===== config.mk =====
export PLATFORM = sky130hd
export DESIGN_NAME = bus_arbiter_mux
export DESIGN_NICKNAME = d
export VERILOG_FILES = /design/src/rtl/bus_arbiter_mux.sv
export SDC_FILE = /design/constraint.sdc
export NUM_CORES = 1
export LEC_CHECK = 0
export BUFFER_PORTS_ARGS = -buffer_cell sky130_fd_sc_hd__buf_2
export CAP_MARGIN = 10
export CORE_AREA = 5 5 322 324
export DETAILED_ROUTE_END_ITERATION = 10
export DIE_AREA = 0 0 327 329
export GPL_ROUTABILITY_DRIVEN = 1
export GPL_TIMING_DRIVEN = 0
export MAX_ROUTING_LAYER = met4
export SYNTH_ARGS = -nofsm -noshare
export SYNTH_HDL_FRONTEND = slang
export SYNTH_SLANG_ARGS = --single-unit
export TNS_END_PERCENT = 30

===== constraint.sdc =====
create_clock -name clk -period 3.3 [get_ports clk]
set_input_delay 0 -clock clk [delete_from_list [all_inputs] [get_ports clk]]
set_output_delay 0 -clock clk [all_outputs]
set_load 0.1 [all_outputs]

===== src/rtl/bus_arbiter_mux.sv =====
// rtl/bus_arbiter_mux.sv - registered N-source bus multiplexer with conflict detection
// Optional RR_ARB_EN selects round-robin winners on multi-driver cycles (default: lowest index).
module bus_arbiter_mux #(
  parameter int DATA_W = 32,
  parameter int N_SRC  = 24,
  parameter int SEL_W  = $clog2(N_SRC)
) (
  input  logic                    clk,
  input  logic                    clr,
  input  logic [N_SRC*DATA_W-1:0] src_data,
  input  logic [N_SRC-1:0]        src_out,
  input  logic                    err_clr,
  output logic [DATA_W-1:0]       bus_out,
  output logic                    bus_valid,
  output logic [SEL_W-1:0]        bus_sel,
  output logic                    conflict,
  output logic                    conflict_sticky,
  output logic [7:0]              conflict_cnt
);

  localparam logic [N_SRC-1:0] src_one = N_SRC'(1);

  logic [DATA_W-1:0] words [N_SRC];
  logic              none_req;
  logic              multi_req;
  logic [SEL_W-1:0]  win;
  logic [7:0]        cnt_base;
  logic [7:0]        cnt_next;

  for (genvar g = 0; g < N_SRC; g++) begin : g_unpack
    assign words[g] = src_data[g*DATA_W +: DATA_W];
  end

  // Clearing the lowest set bit leaves something only when two or more strobes are set.
  assign none_req  = ~|src_out;
  assign multi_req = |(src_out & (src_out - src_one));

`ifdef RR_ARB_EN
  logic [SEL_W-1:0] rr_ptr;
  logic [SEL_W:0]   idx;
  logic             found;

  always_comb begin
    win   = '0;
    idx   = '0;
    found = 1'b0;
    for (int k = 0; k < N_SRC; k++) begin
      idx = {1'b0, rr_ptr} + (SEL_W+1)'(k);
      if (idx >= (SEL_W+1)'(N_SRC)) idx = idx - (SEL_W+1)'(N_SRC);
      if (!found && src_out[idx[SEL_W-1:0]]) begin
        win   = idx[SEL_W-1:0];
        found = 1'b1;
      end
    end
  end

  always_ff @(posedge clk or posedge clr) begin
    if (clr) begin
      rr_ptr <= '0;
    end else if (multi_req) begin
      rr_ptr <= (win == SEL_W'(N_SRC-1)) ? '0 : win + SEL_W'(1);
    end
  end
`else
  // Scan high to low so the lowest set index is the last assignment.
  always_comb begin
    win = '0;
    for (int i = N_SRC-1; i >= 0; i--) begin
      if (src_out[i]) win = SEL_W'(i);
    end
  end
`endif

  // A conflict on the same cycle as err_clr counts as the first event after the clear.
  always_comb begin
    cnt_base = err_clr ? 8'd0 : conflict_cnt;
    cnt_next = cnt_base;
    if (multi_req && cnt_base != 8'hff) cnt_next = cnt_base + 8'd1;
  end

  always_ff @(posedge clk or posedge clr) begin
    if (clr) begin
      bus_out         <= '0;
      bus_sel         <= '0;
      bus_valid       <= 1'b0;
      conflict        <= 1'b0;
      conflict_sticky <= 1'b0;
      conflict_cnt    <= 8'd0;
    end else begin
      if (!none_req) begin
        bus_out <= words[win];
        bus_sel <= win;
      end
      bus_valid       <= !none_req;
      conflict        <= multi_req;
      conflict_sticky <= multi_req | (conflict_sticky & ~err_clr);
      conflict_cnt    <= cnt_next;
    end
  end

endmodule


# After elaboration in Yosys (flattened, before gate mapping)
# Index checks and enable logic that the tools add are counted.
# op_classes
eq_ne	1
order_cmp	1
mux	29
addsub	2
bitwise_logic	5
reduce_logical	3
# op_table
operator	count
$bmux W32 S5	1
$mux W5	24
$mux W32	2
$reduce_or A24 Y1	2
$and A24 B24 Y24	1
$sub A24 B1 Y24 const B	1
$mux W8	2
$add A8 B1 Y8 const B	1
$ne A8 B8 Y1 const B	1
$ge A6 B6 Y1 const B	1
$not A5 Y6	1
$and A1 B1 Y1	1
$logic_and A1 B1 Y1	1
$not A1 Y1	1
$or A1 B1 Y1	1
# word_totals
output_inout_bits	48
register_bits	48
wordCells	47

# Longest topological paths before layout
# Gate-level depths: netlist of the first run.
# logic_depth
word_depth	28
depth_mapped	13
ltp_nobuf	8

# Least setup slack after synthesis of the first run
# No wires, ideal clock.
# synth_timing
path_type	input to register
startpoint	in src_out[2]
endpoint	reg conflict_cnt[5]
setup_slack_ps	620
path_stages	9
arrival_time_ps	2553
path_buffers	1
required_time_ps	3172
setup_time_ps	128
cell_sequence	buf_2 or4_4 maj3_2 o21a_1 or4_4 nor4_4 and3b_1 nand3_1 mux2_1
# synth_via
elab_chain_cells	5
# synth_lines
element	line	text
start, declared	11	input logic [N_SRC-1:0] src_out,
$sub A24 B1 Y24	36	assign multi_req = |(src_out & (src_out - src_one));
$and A24 B24 Y24 *	36	
$reduce_or A24 Y1 *	36	
$logic_and A1 B1 Y1 *	78	if (multi_req && cnt_base != 8'hff) cnt_next = cnt_base + 8'd1;
$mux W8 *	78	
via cnt_next[5]	28	logic [7:0] cnt_next;
end signal, assigned	97	conflict_cnt <= cnt_next;
end, declared	18	output logic [7:0] conflict_cnt
# Mark *: on every way through the listed nets, which the timed path passes. The rest lies on a longest branch.
# A chain may end at the register's enable or synchronous reset.

# Worst setup path after layout of the first run
# layout_timing
startpoint	in src_out[18]
endpoint	reg bus_out[20]
# layout_via
elab_chain_cells	23
word_cells_on_any_way	24
cone_classes	mux (22); bitwise (1); reduce/logical (1)
# layout_lines
element	line	text
$mux W5 (19 in a row)	69	if (src_out[i]) win = SEL_W'(i);
$not A5 Y6 (not written as such)	91	bus_out <= words[win];
$bmux W32 S5	91	
$mux W32 (not written as such) (2 in a row)	91	
end signal, assigned	91	
end, declared	13	output logic [DATA_W-1:0] bus_out,
# Parallel ways exist; a longest one is shown, timed or not. The select of a mux whose other input is x is not followed.

==> results.tsv, run 1 <==
metric	value	unit
status	finished, violations left	
failing checks	negative setup slack	
cell area after layout	0.0160	sq mm
Sequential Power Share	0.180	
Min-Delay Path Class	primary input to register	
CTS root buf	clkbuf_16	
Final Max Tran Viols	0	
Yosys Warn Count	0	
H-tree levels	2	
# IOs	843	
vias per cell	4.42	
time the worst path needs with I/O delays and setup	3.35	ns
grt ovf	0	
Int Pwr	1.79	mW
Crit Path Class	primary input to register	
commonest non-fill, non-tap cell in the layout	buf_2	
first-pass GRT wire length	145	mm
Clk network pwr share	0.166	
initial DRC count	1328	
worst reg-to-reg setup slack	1.34	ns
Post-Syn Area per Cell	6.89	sq um
CTS tree	yes	
Final Hold Viols	0	
total track usage	0.207	
Cell Area, Synth	0.00916	sq mm
placed cell areas	0.0152	sq mm
via count	15700	
power density over the cells	243	mW/mm^2
post-layout worst setup margin	-0.0496	ns
core area	0.101	sq mm
CP startpoint kind	primary input	
Die Height	329	um
# setup viols final	1	
clock skew	0.00247	ns
worst slew pin tran	1.26	ns
CP Data Arrival Time	3.63	ns
post-synthesis sequential area ratio	0.131	
max cap viols	0	
Comb power frac	0.655	
Residual DRC	0	
Crit. End Element	register	
Starting Density	0.0908	
number of fill cells	11700	
async set-or-reset flop fraction in the synthesized netlist	1.00	
vias in the first global route	15600	
IO Port Bufs	840	
CP max FO	10	
critical path required time	3.58	ns
Antenna Violating Nets Remaining	0	
clock-pin slew on the worst setup and hold paths	0.09	ns
Final Non-Filler Cells	3545	
RSZ-0062 raised after global routing	true	
pin count of the biggest net entering global routing	26	
Final GP Congestion	0.947	
clock buffer depth	2	
static leakage	7.48	nW
DP HPWL	101	mm
ratio of cells with drive above 1 in the final layout	0.473	
Crit path largest cell delay	0.97	ns
syn nets	2126	
Total Wirelength	115	mm
synthesized flop and latch total	48	
CP dominant cell by count	clkbuf_1	
TritonCTS Buffers	5	
P&R area growth vs syn	74.5	%
initial antenna violation count	67	
DIE WIDTH	327	um
worst skew pair latency	0.33	ns
most frequent cells in the layout	buf_2 (863), nand2_1 (297), mux2i_1 (113)	
Slowest cell on crit path	buf_1	
Num Clock Sinks	48	
Peak VDD IR	0.000176	V
Pre-Repair DR Iteration Count	5	
Switch Pwr	2.09	mW
Distinct cells, synth	69	
period utilisation layout	1.02	
routed len/inst	32.5	um
Relative slew margins	0.159	
top_reg_cell synth	dfrtp_1	
standard-cell rows	117	
Sw Share	0.539	
Syn Inst Count	1330	
Post-synth EDFFs	0	
Inst Count DP	3493	
nets@finish	2994	
Fmax	299	MHz
Die ar.	0.108	sq mm
CP Cell Sequence	buf_2 > or4_1 > or2_2 > clkbuf_1 > buf_1 > clkbuf_1 > nor2_1 > a311oi_1 > a211o_1	
flip-flops by register name (all words and copies together) (netlist names):
| register | count |
|---|---|
| bus_valid | 1 |
| conflict_sticky | 1 |
| bus_out | 32 |
| conflict_cnt | 8 |
| conflict | 1 |
| bus_sel | 5 |
routing by layer:
layer | global-route usage | part of all wire
met5 | - | 0
met4 | 0.0544 | 0.031
met3 | 0.0385 | 0.068
met2 | 0.345 | 0.48
met1 | 0.259 | 0.43
cell families after synthesis:
| family | Yosys count | share of synthesized area |
|---|---|---|
| AND/OR/NAND/NOR | 592 | 0.302 |
| AO/OA/AOI/OAI | 394 | 0.328 |
| multiplexers | 150 | 0.169 |
| buffers and inverters | 140 | 0.0642 |
| flip-flops | 48 | 0.131 |
| XOR/XNOR | 3 | 0.00287 |
| adder cells (fa/ha/maj) | 3 | 0.00369 |
final cells by class:
class | instances | area [sq um] | share of cell area
flip-flops and latches | 48 | 1200 | 0.0751
multi-input cells | 1142 | 7670 | 0.480
plain buffers | 127 | 688 | 0.0430
inverters | 11 | 43.8 | 0.00274
well taps | 1309 | 1640 | 0.102
diodes | 37 | 92.6 | 0.00579
clock buffers | 8 | 146 | 0.00916
repair buffers | 863 | 4510 | 0.282
metrics by stage:
step / hold WS, ns / utilization / setup TNS (ns) / total power, mW / worst slack [ns]
after floorplan: 0.241 / - / 0 / 1.86 / 0.620
after global placement: 0.352 / 0.149 / -70.38 / 3.18 / -3.08
after detailed placement: 0.0346 / 0.151 / -57.16 / 3.22 / -2.56
after CTS: 0.00378 / 0.156 / -0.228 / 3.95 / -0.0731
after global routing: 0.0461 / 0.158 / -0.118 / 4.07 / -0.0614
final: 0.0152 / 0.158 / -0.0496 / 3.88 / -0.0496
worst paths after layout:
kind / cells past startpoint / from / endpoint
setup / recovery: 9 / src_out[18] / bus_out[20]$_DFFE_PP0P_
hold / removal: 5 / src_data[677] / bus_out[5]$_DFFE_PP0P_
setup reg to reg: 7 / conflict_cnt[0]$_DFF_PP0_ / conflict_cnt[5]$_DFF_PP0_
hold reg to reg: 2 / bus_sel[0]$_DFFE_PP0P_ / bus_sel[0]$_DFFE_PP0P_
max in group asynchronous: 4 / clr / bus_out[10]$_DFFE_PP0P_
min in group asynchronous: 3 / clr / conflict$_DFF_PP0_
worst max-delay path: cells and delay by family:
family,cells,cell delay [ns]
AND/OR/NAND/NOR,3,0.49
buffers and inverters,4,2.41
AO/OA/AOI/OAI,2,0.69
Yosys cell counts (all sizes together), types with 11 or more instances:
| library cell | count | area share |
|---|---|---|
| nand2 | 297 | 0.12 |
| mux2i | 116 | 0.13 |
| nand3 | 88 | 0.048 |
| clkbuf | 80 | 0.033 |
| o21ai | 66 | 0.036 |
| nor2 | 64 | 0.027 |
| a32o | 54 | 0.059 |
| a211oi | 51 | 0.042 |
| a221oi | 50 | 0.048 |
| buf | 49 | 0.027 |
| dfrtp | 48 | 0.13 |
| a31oi | 40 | 0.029 |
| mux2 | 34 | 0.042 |
| and3 | 31 | 0.021 |
| nor3 | 29 | 0.017 |
| a21oi | 27 | 0.016 |
| o21a | 27 | 0.022 |
| or3 | 22 | 0.015 |
| and4 | 15 | 0.014 |
| a211o | 13 | 0.012 |
| nor2b | 13 | 0.0089 |
| a2111oi | 11 | 0.011 |
| inv | 11 | 0.0045 |
| or4 | 11 | 0.0098 |
power groups by stage:
| stage | Clock (mW) | Sequential (mW) | Combinational [mW] |
|---|---|---|---|
| 3_5_place_dp | 0 | 0.711 | 2.50 |
| 2_1_floorplan | 0 | 1.13 | 0.739 |
| 4_1_cts | 0.688 | 0.700 | 2.56 |
| 6_report | 0.643 | 0.698 | 2.54 |
| 3_3_place_gp | 0 | 0.710 | 2.47 |
| 5_1_grt | 0.679 | 0.704 | 2.68 |
timing repair:
action | CTS | global route
setup buffers | 2 | 6
endpoints found under the setup margin | 33 | 28
resized for setup | 112 | 23
endpoints found under the hold margin | 23 | 0
pin swaps | 4 | 3
hold buffers | 1 | 0
Note: power is estimated with default switching activity, not from simulation.
==> run 2: changes to the inputs <==
- CTS_BUF_LIST: default -> sky130_fd_sc_hd__clkbuf_8
- clock period: 3.3 -> 4.1 ns (I/O delays scaled with it)
==> results.tsv, run 2 (synthesis gave the netlist of run 1 again) <==
metric	value	unit	change
Final Power	2.96	mW	-24%
static leakage	7.29	nW	-2.5%
max reg flops	32		unchanged
post-layout worst setup margin	0.0369	ns	+0.0865 ns
time the worst path needs with I/O delays and setup	4.06	ns	
first-pass GRT wire length	145	mm	-0.32%
Inst Count DP	3493		unchanged
Crit Path Class	primary input to register		
Total Wirelength	115	mm	about the same
CP Data Arrival Time	4.30	ns	+0.67 ns
DIE WIDTH	327	um	unchanged
worst skew pair latency	0.37	ns	+0.04 ns
Num Clock Sinks	48		unchanged
worst slew pin tran	1.30	ns	+0.0339 ns
CP startpoint kind	primary input		
ratio of cells with drive above 1 in the final layout	0.444		-0.0291
clock skew	0.00134	ns	-0.00114 ns
Die ar.	0.108	sq mm	unchanged
Final Hold Viols	0		unchanged
# IOs	843		unchanged
nets@finish	2994		unchanged
pin count of the biggest net entering global routing	26		unchanged
clock buffer depth	2		unchanged
commonest non-fill, non-tap cell in the layout	buf_2		
Starting Density	0.0908		unchanged
most frequent cells in the layout	buf_2 (876), nand2_1 (297), mux2i_1 (115)		
routed len/inst	32.5	um	about the same
Worst R2R Path Depth	7		unchanged
worst reg-to-reg setup slack	2.13	ns	+0.79 ns
Largest Register	bus_out		
DP HPWL	101	mm	unchanged
vias in the first global route	15600		-0.032%
hold depth	4		-1
status	completed		
Die Height	329	um	unchanged
core area	0.101	sq mm	unchanged
Residual DRC	0		unchanged
period utilisation layout	0.991		
max cap viols	0		unchanged
WHS Endpoint	bus_out[7]$_DFFE_PP0P_		
cell area after layout	0.0156	sq mm	-2.6%
Relative slew margins	0.132		-0.0273
dpl ws	-1.76	ns	+0.800 ns
reg2reg start	conflict_cnt[0]$_DFF_PP0_		
Hold WS	0.0408	ns	+0.0256 ns
clock-pin slew on the worst setup and hold paths	0.11	ns	+0.02 ns
Crit. End Element	register		
standard-cell rows	117		unchanged
post-CTS setup buffer count	0		-2
IO Port Bufs	840		unchanged
placed cell areas	0.0152	sq mm	unchanged
Final GP Congestion	0.947		unchanged
TritonCTS Buffers	5		unchanged
Multi-input gate area	0.00744	sq mm	-3.0%
vias per cell	4.39		-0.74%
Pre-Repair DR Iteration Count	7		+2
number of fill cells	11700		+0.43%
Final Max Tran Viols	0		unchanged
Antenna Violating Nets Remaining	0		unchanged
Peak VDD IR	0.000103	V	-41%
reg2reg end	conflict_cnt[5]$_DFF_PP0_		
Setup Total Neg Slack	0	ns	+0.0496 ns
critical path required time	4.33	ns	+0.75 ns
Final Non-Filler Cells	3543		-0.056%
via count	15600		-0.80%
# setup viols final	0		-1
initial antenna violation count	69		+3.0%
initial DRC count	1177		-11%
Layout Utilization	0.154		-0.00407
power density over the cells	190	mW/mm^2	-22%
CTS tree	yes		
Largest regs	bus_out (32), conflict_cnt (8), bus_sel (5)		
total track usage	0.207		-0.000473
P&R area growth vs syn	70.0	%	
CP max FO	10		unchanged
RSZ-0062 raised after global routing	true		
H-tree levels	2		unchanged
Fmax	246	MHz	
CTS root buf	clkbuf_8		
Min-Delay Path Class	primary input to register		
grt ovf	0		unchanged
sequential cell area	0.00120	sq mm	unchanged
Hold Path Origin	src_data[711]		
## run 2: worst max-delay path by stage
stage / from / endpoint / cells after the start
6_report: src_out[0] / bus_out[6]$_DFFE_PP0P_ / 11
5_1_grt: src_out[0] / bus_out[6]$_DFFE_PP0P_ / 11
4_1_cts: src_out[0] / bus_out[13]$_DFFE_PP0P_ / 10
3_5_place_dp: src_out[0] / bus_out[5]$_DFFE_PP0P_ / 12
3_3_place_gp: src_out[0] / bus_out[31]$_DFFE_PP0P_ / 11
2_1_floorplan: src_out[2] / conflict_cnt[5]$_DFF_PP0_ / 9
## run 2: layer usage
layer / track usage / wire length (um) / vias to the layer above / part of all wire
li1: - / - / 6875 / -
met1: 0.259 / 48800 / 7475 / 0.42
met2: 0.340 / 54400 / 1027 / 0.47
met3: 0.0385 / 8140 / 176 / 0.071
met4: 0.0629 / 3850 / 0 / 0.033
met5: - / 0 / - / 0
## run 2: final cells by class
type                       instances  share of cell area
timing repair buffer             863               0.290
tap                             1309               0.105
antenna                           35             0.00562
clock buffer                       6             0.00530
multi-input combinational       1142               0.478
inverter                          11             0.00281
buffer                           127              0.0364
sequential                        48              0.0771
clock inverter                     2            0.000482
## run 2: where the power goes
group / internal (mW) / switching (mW) / leakage [nW]
logic: 0.652 / 1.36 / 6.67
clock network: 0.135 / 0.254 / 0.0540
registers: 0.520 / 0.0425 / 0.573
total: 1.31 / 1.66 / 7.29
## run 2: critical path: stages
cell and delay, ns:
buf_2 0.14, buf_2 0.39, inv_1 0.14, clkbuf_1 0.34
a2bb2oi_2 0.56, buf_2 0.54, clkbuf_1 0.89, mux2i_1 0.66
a32o_1 0.26, a211o_1 0.22, o2111ai_1 0.13
## run 2: what timing repair did
| action | CTS | global route |
|---|---|---|
| hold buffers | 8 | 0 |
| setup endpoints to repair | 31 | 7 |
| hold endpoints to repair | 56 | 0 |
| resized for setup | 18 | 4 |
| pin swaps | 0 | 0 |
==> run 3: changes to the inputs <==
- CORE_AREA: 5 5 322 324 -> 5 5 325 327
- DIE_AREA: 0 0 327 329 -> 0 0 330 332
==> results.tsv, run 3 <==
metric	value	unit	change
status	aborted with a tool error		
Failed at	detailed routing		
stop err	[ERROR DRT-0255] Maze Route cannot find path of net src_data[190] in worker of routeBox ( 289800 0 ) ( 330000 48300 ).		
Final GP Congestion	0.951		+0.44%
DP HPWL	103	mm	+2.1%
synth cell count leaders	nand2_1 (297), mux2i_1 (116), nand3_1 (88)		
standard-cell rows	118		+0.85%
synthesized flop and latch total	48		unchanged
Post-Syn Area per Cell	6.89	sq um	unchanged
Area contributors post-synth	dfrtp_1 (13%), mux2i_1 (13%), nand2_1 (12%)		
post-synth top area share	0.131		unchanged
# IOs	843		unchanged
IO Port Bufs	840		unchanged
Distinct cells, synth	69		unchanged
Yosys Warn Count	0		unchanged
total track usage	0.207		about the same
H-tree levels	2		unchanged
CTS root buf	clkbuf_8		
worst_ep kind	sequential cell input		
first-pass GRT wire length	146	mm	+0.85%
Cell Area, Synth	0.00916	sq mm	unchanged
pin count of the biggest net entering global routing	27		+3.8%
initial antenna violation count	84		+22%
grt ovf	0		unchanged
syn nets	2126		unchanged
async set-or-reset flop fraction in the synthesized netlist	1.00		unchanged
clock buffer depth	2		unchanged
Yosys top cell by area	dfrtp_1		
top_reg_cell synth	dfrtp_1		
Die Height	332	um	+0.91%
Syn Inst Count	1330		unchanged
Worst Endpoint after GRT Repair	bus_out[0]$_DFFE_PP0P_/D		
Post-synth EDFFs	0		unchanged
Num Clock Sinks	48		unchanged
post-synthesis sequential area ratio	0.131		unchanged
dpl ws	-1.58	ns	+0.173 ns
count leader, synth	nand2_1		
vias in the first global route	15600		-0.19%
TritonCTS Buffers	5		unchanged
Starting Density	0.0893		-0.00155
placed cell areas	0.0152	sq mm	about the same
DIE WIDTH	330	um	+0.92%
[run 3: cell counts after synthesis]
Identical to the previous run, type by type.
[run 3: what timing repair did]
item,4_1_cts,5_1_grt
hold endpoints to repair,56,0
hold buffers,11,0
endpoints found under the setup margin,18,11
setup buffers,0,0
resized for setup,14,16
[run 3: cell families after synthesis]
group | Yosys count | share of synthesized area
flops | 48 | 0.131
buf+inv | 140 | 0.0642
xor+xnor | 3 | 0.00287
compound gates | 394 | 0.328
mux | 150 | 0.169
simple gates | 592 | 0.302
fa+ha+maj | 3 | 0.00369
[run 3: through the flow]
stage	cells	setup TNS [ns]
2_1_floorplan	1330	0
3_3_place_gp	3550	-35.33
3_5_place_dp	3558	-22.66
4_1_cts	3574	-0.0238
5_1_grt	3606	0
[run 3: metal layers]
metal  global-route usage
met4               0.0530
met5                    -
met3               0.0496
met1                0.251
met2                0.344
==> run 4: changes to the inputs <==
- CORE_AREA: 5 5 325 327 -> 5 5 323 325
- CTS_BUF_LIST: sky130_fd_sc_hd__clkbuf_8 -> default
- DIE_AREA: 0 0 330 332 -> 0 0 328 330
- MAX_ROUTING_LAYER: met4 -> default
- PLACE_DENSITY_LB_ADDON: default -> 0.15
==> results.tsv, run 4 (synthesis gave the netlist of run 1 again) <==
metric	value	unit	change
status	finished, violations left		
failing checks	max-slew violations		
Peak VDD IR	0.000160	V	
IO Port Bufs	840		unchanged
cell area after layout	0.0156	sq mm	
RSZ-0062 raised after global routing	true		
Relative slew margins	-0.115		
routed len/inst	31.9	um	
Crit path largest cell delay	1.32	ns	
vias per cell	4.20		
Final Hold Viols	0		
# setup viols final	0		
post-layout worst setup margin	0.0204	ns	
dpl ws	-1.00	ns	+0.578 ns
Crit. End Element	register		
initial DRC count	975		
CP startpoint kind	primary input		
core area	0.101	sq mm	
DIE WIDTH	328	um	-0.61%
clock-pin slew on the worst setup and hold paths	0.10	ns	
Final Max Tran Viols	1		
max reg flops	32		
critical path required time	4.35	ns	
sequential cell area	0.00120	sq mm	
Largest regs	bus_out (32), conflict_cnt (8), bus_sel (5)		
Die ar.	0.108	sq mm	
Fmax	245	MHz	
Die Height	330	um	-0.60%
Crit Path Class	primary input to register		
WHS Endpoint	bus_out[10]$_DFFE_PP0P_		
ratio of cells with drive above 1 in the final layout	0.440		
CP Cell Sequence	buf_2 > o311ai_0 > a21oi_4 > nor2_2 > buf_6 > mux2_2 > a222oi_1 > a2111oi_1 > buf_2 > a211o_1		
standard-cell rows	117		-0.85%
DP HPWL	99.2	mm	-3.8%
reg2reg end	conflict_cnt[5]$_DFF_PP0_		
vias in the first global route	15700		+0.96%
H-tree levels	2		unchanged
Final GP Congestion	0.827		-13%
CP dominant cell by count	buf_2		
# IOs	843		unchanged
reg2reg start	conflict_cnt[0]$_DFF_PP0_		
Slowest cell on crit path	a222oi_1		
commonest non-fill, non-tap cell in the layout	buf_2		
total track usage	0.199		-0.00788
worst skew pair latency	0.33	ns	
Pre-Repair DR Iteration Count	5		
Hold Path Origin	src_data[618]		
Min-Delay Path Class	primary input to register		
Starting Density	0.0906		+0.00128
TritonCTS Buffers	5		unchanged
CP Data Arrival Time	4.33	ns	
first-pass GRT wire length	145	mm	-1.1%
period utilisation layout	0.995		
placed cell areas	0.0153	sq mm	+0.26%
nets@finish	2989		
Final Power	3.02	mW	
CP max FO	10		
worst slew pin tran	1.67	ns	
Multi-input gate area	0.00741	sq mm	
most frequent cells in the layout	buf_2 (878), nand2_1 (297), mux2i_1 (115)		
Worst R2R Path Depth	7		
Hold WS	0.0413	ns	
Num Clock Sinks	48		unchanged
CTS tree	yes		
Antenna Violating Nets Remaining	0		
hold depth	3		
static leakage	7.27	nW	
Largest Register	bus_out		
clock skew	0.00128	ns	
initial antenna violation count	65		-23%
P&R area growth vs syn	69.8	%	
worst reg-to-reg setup slack	2.19	ns	
pin count of the biggest net entering global routing	26		-3.7%
post-CTS setup buffer count	0		unchanged
Residual DRC	0		
Total Wirelength	114	mm	
via count	15000		
number of fill cells	12000		
max cap viols	0		
clock buffer depth	2		unchanged
power density over the cells	194	mW/mm^2	
time the worst path needs with I/O delays and setup	4.08	ns	
grt ovf	0		unchanged
CTS root buf	clkbuf_16		
[run 4: metal layers]
layer,share of wire,up-vias,GRT usage
li1,-,6851,-
met1,0.41,7253,0.245
met2,0.51,783,0.366
met3,0.068,109,0.0406
met4,0.015,22,0.0269
met5,0.0013,-,0
[run 4: timing repair]
action / in CTS / in global routing
gates resized for setup: 8 / 8
hold endpoints to repair: 26 / 0
hold buffers: 4 / 0
gates cloned: 0 / 0
setup endpoints to repair: 13 / 8
[run 4: worst max-delay path by stage]
stage	start	end	slack (ns)
3_3_place_gp	src_out[0]	bus_out[31]$_DFFE_PP0P_	-2.13
6_report	src_out[20]	bus_out[31]$_DFFE_PP0P_	0.02
2_1_floorplan	src_out[2]	conflict_cnt[5]$_DFF_PP0_	1.42
5_1_grt	src_out[7]	bus_out[14]$_DFFE_PP0P_	-0.03
3_5_place_dp	src_out[0]	bus_out[22]$_DFFE_PP0P_	-1.00
4_1_cts	src_out[7]	bus_out[5]$_DFFE_PP0P_	0.005
[run 4: metrics by stage]
stage	TNS, ns	std cells	util
floorplan	0	1330	-
global placement	-36.99	3538	0.149
detailed placement	-13.47	3551	0.151
CTS	0	3561	0.153
global route	-0.0335	3564	0.154
finish	0	3576	0.154
[run 4: critical path, delay by kind of cell]
| family | cells | cell delay (ns) |
|---|---|---|
| buffers and inverters | 3 | 0.66 |
| AND/OR/NAND/NOR | 1 | 0.39 |
| multiplexers | 1 | 0.39 |
| AO/OA/AOI/OAI | 5 | 2.86 |
[run 4: power by group]
group          total, mW  internal (mW)  switching, mW  leakage (nW)
clock              0.511          0.247          0.264        0.0713
combinational       1.96          0.641           1.31          6.62
sequential         0.556          0.521         0.0357         0.573
[run 4: final cells by class]
| class | instances | area share |
|---|---|---|
| Multi-Input combinational cell | 1142 | 0.476 |
| Timing Repair Buffer | 858 | 0.286 |
| Tap cell | 1368 | 0.110 |
| Sequential cell | 48 | 0.0772 |
| Buffer | 127 | 0.0365 |
| Clock buffer | 8 | 0.00941 |
| Inverter | 11 | 0.00281 |
| Antenna cell | 14 | 0.00225 |
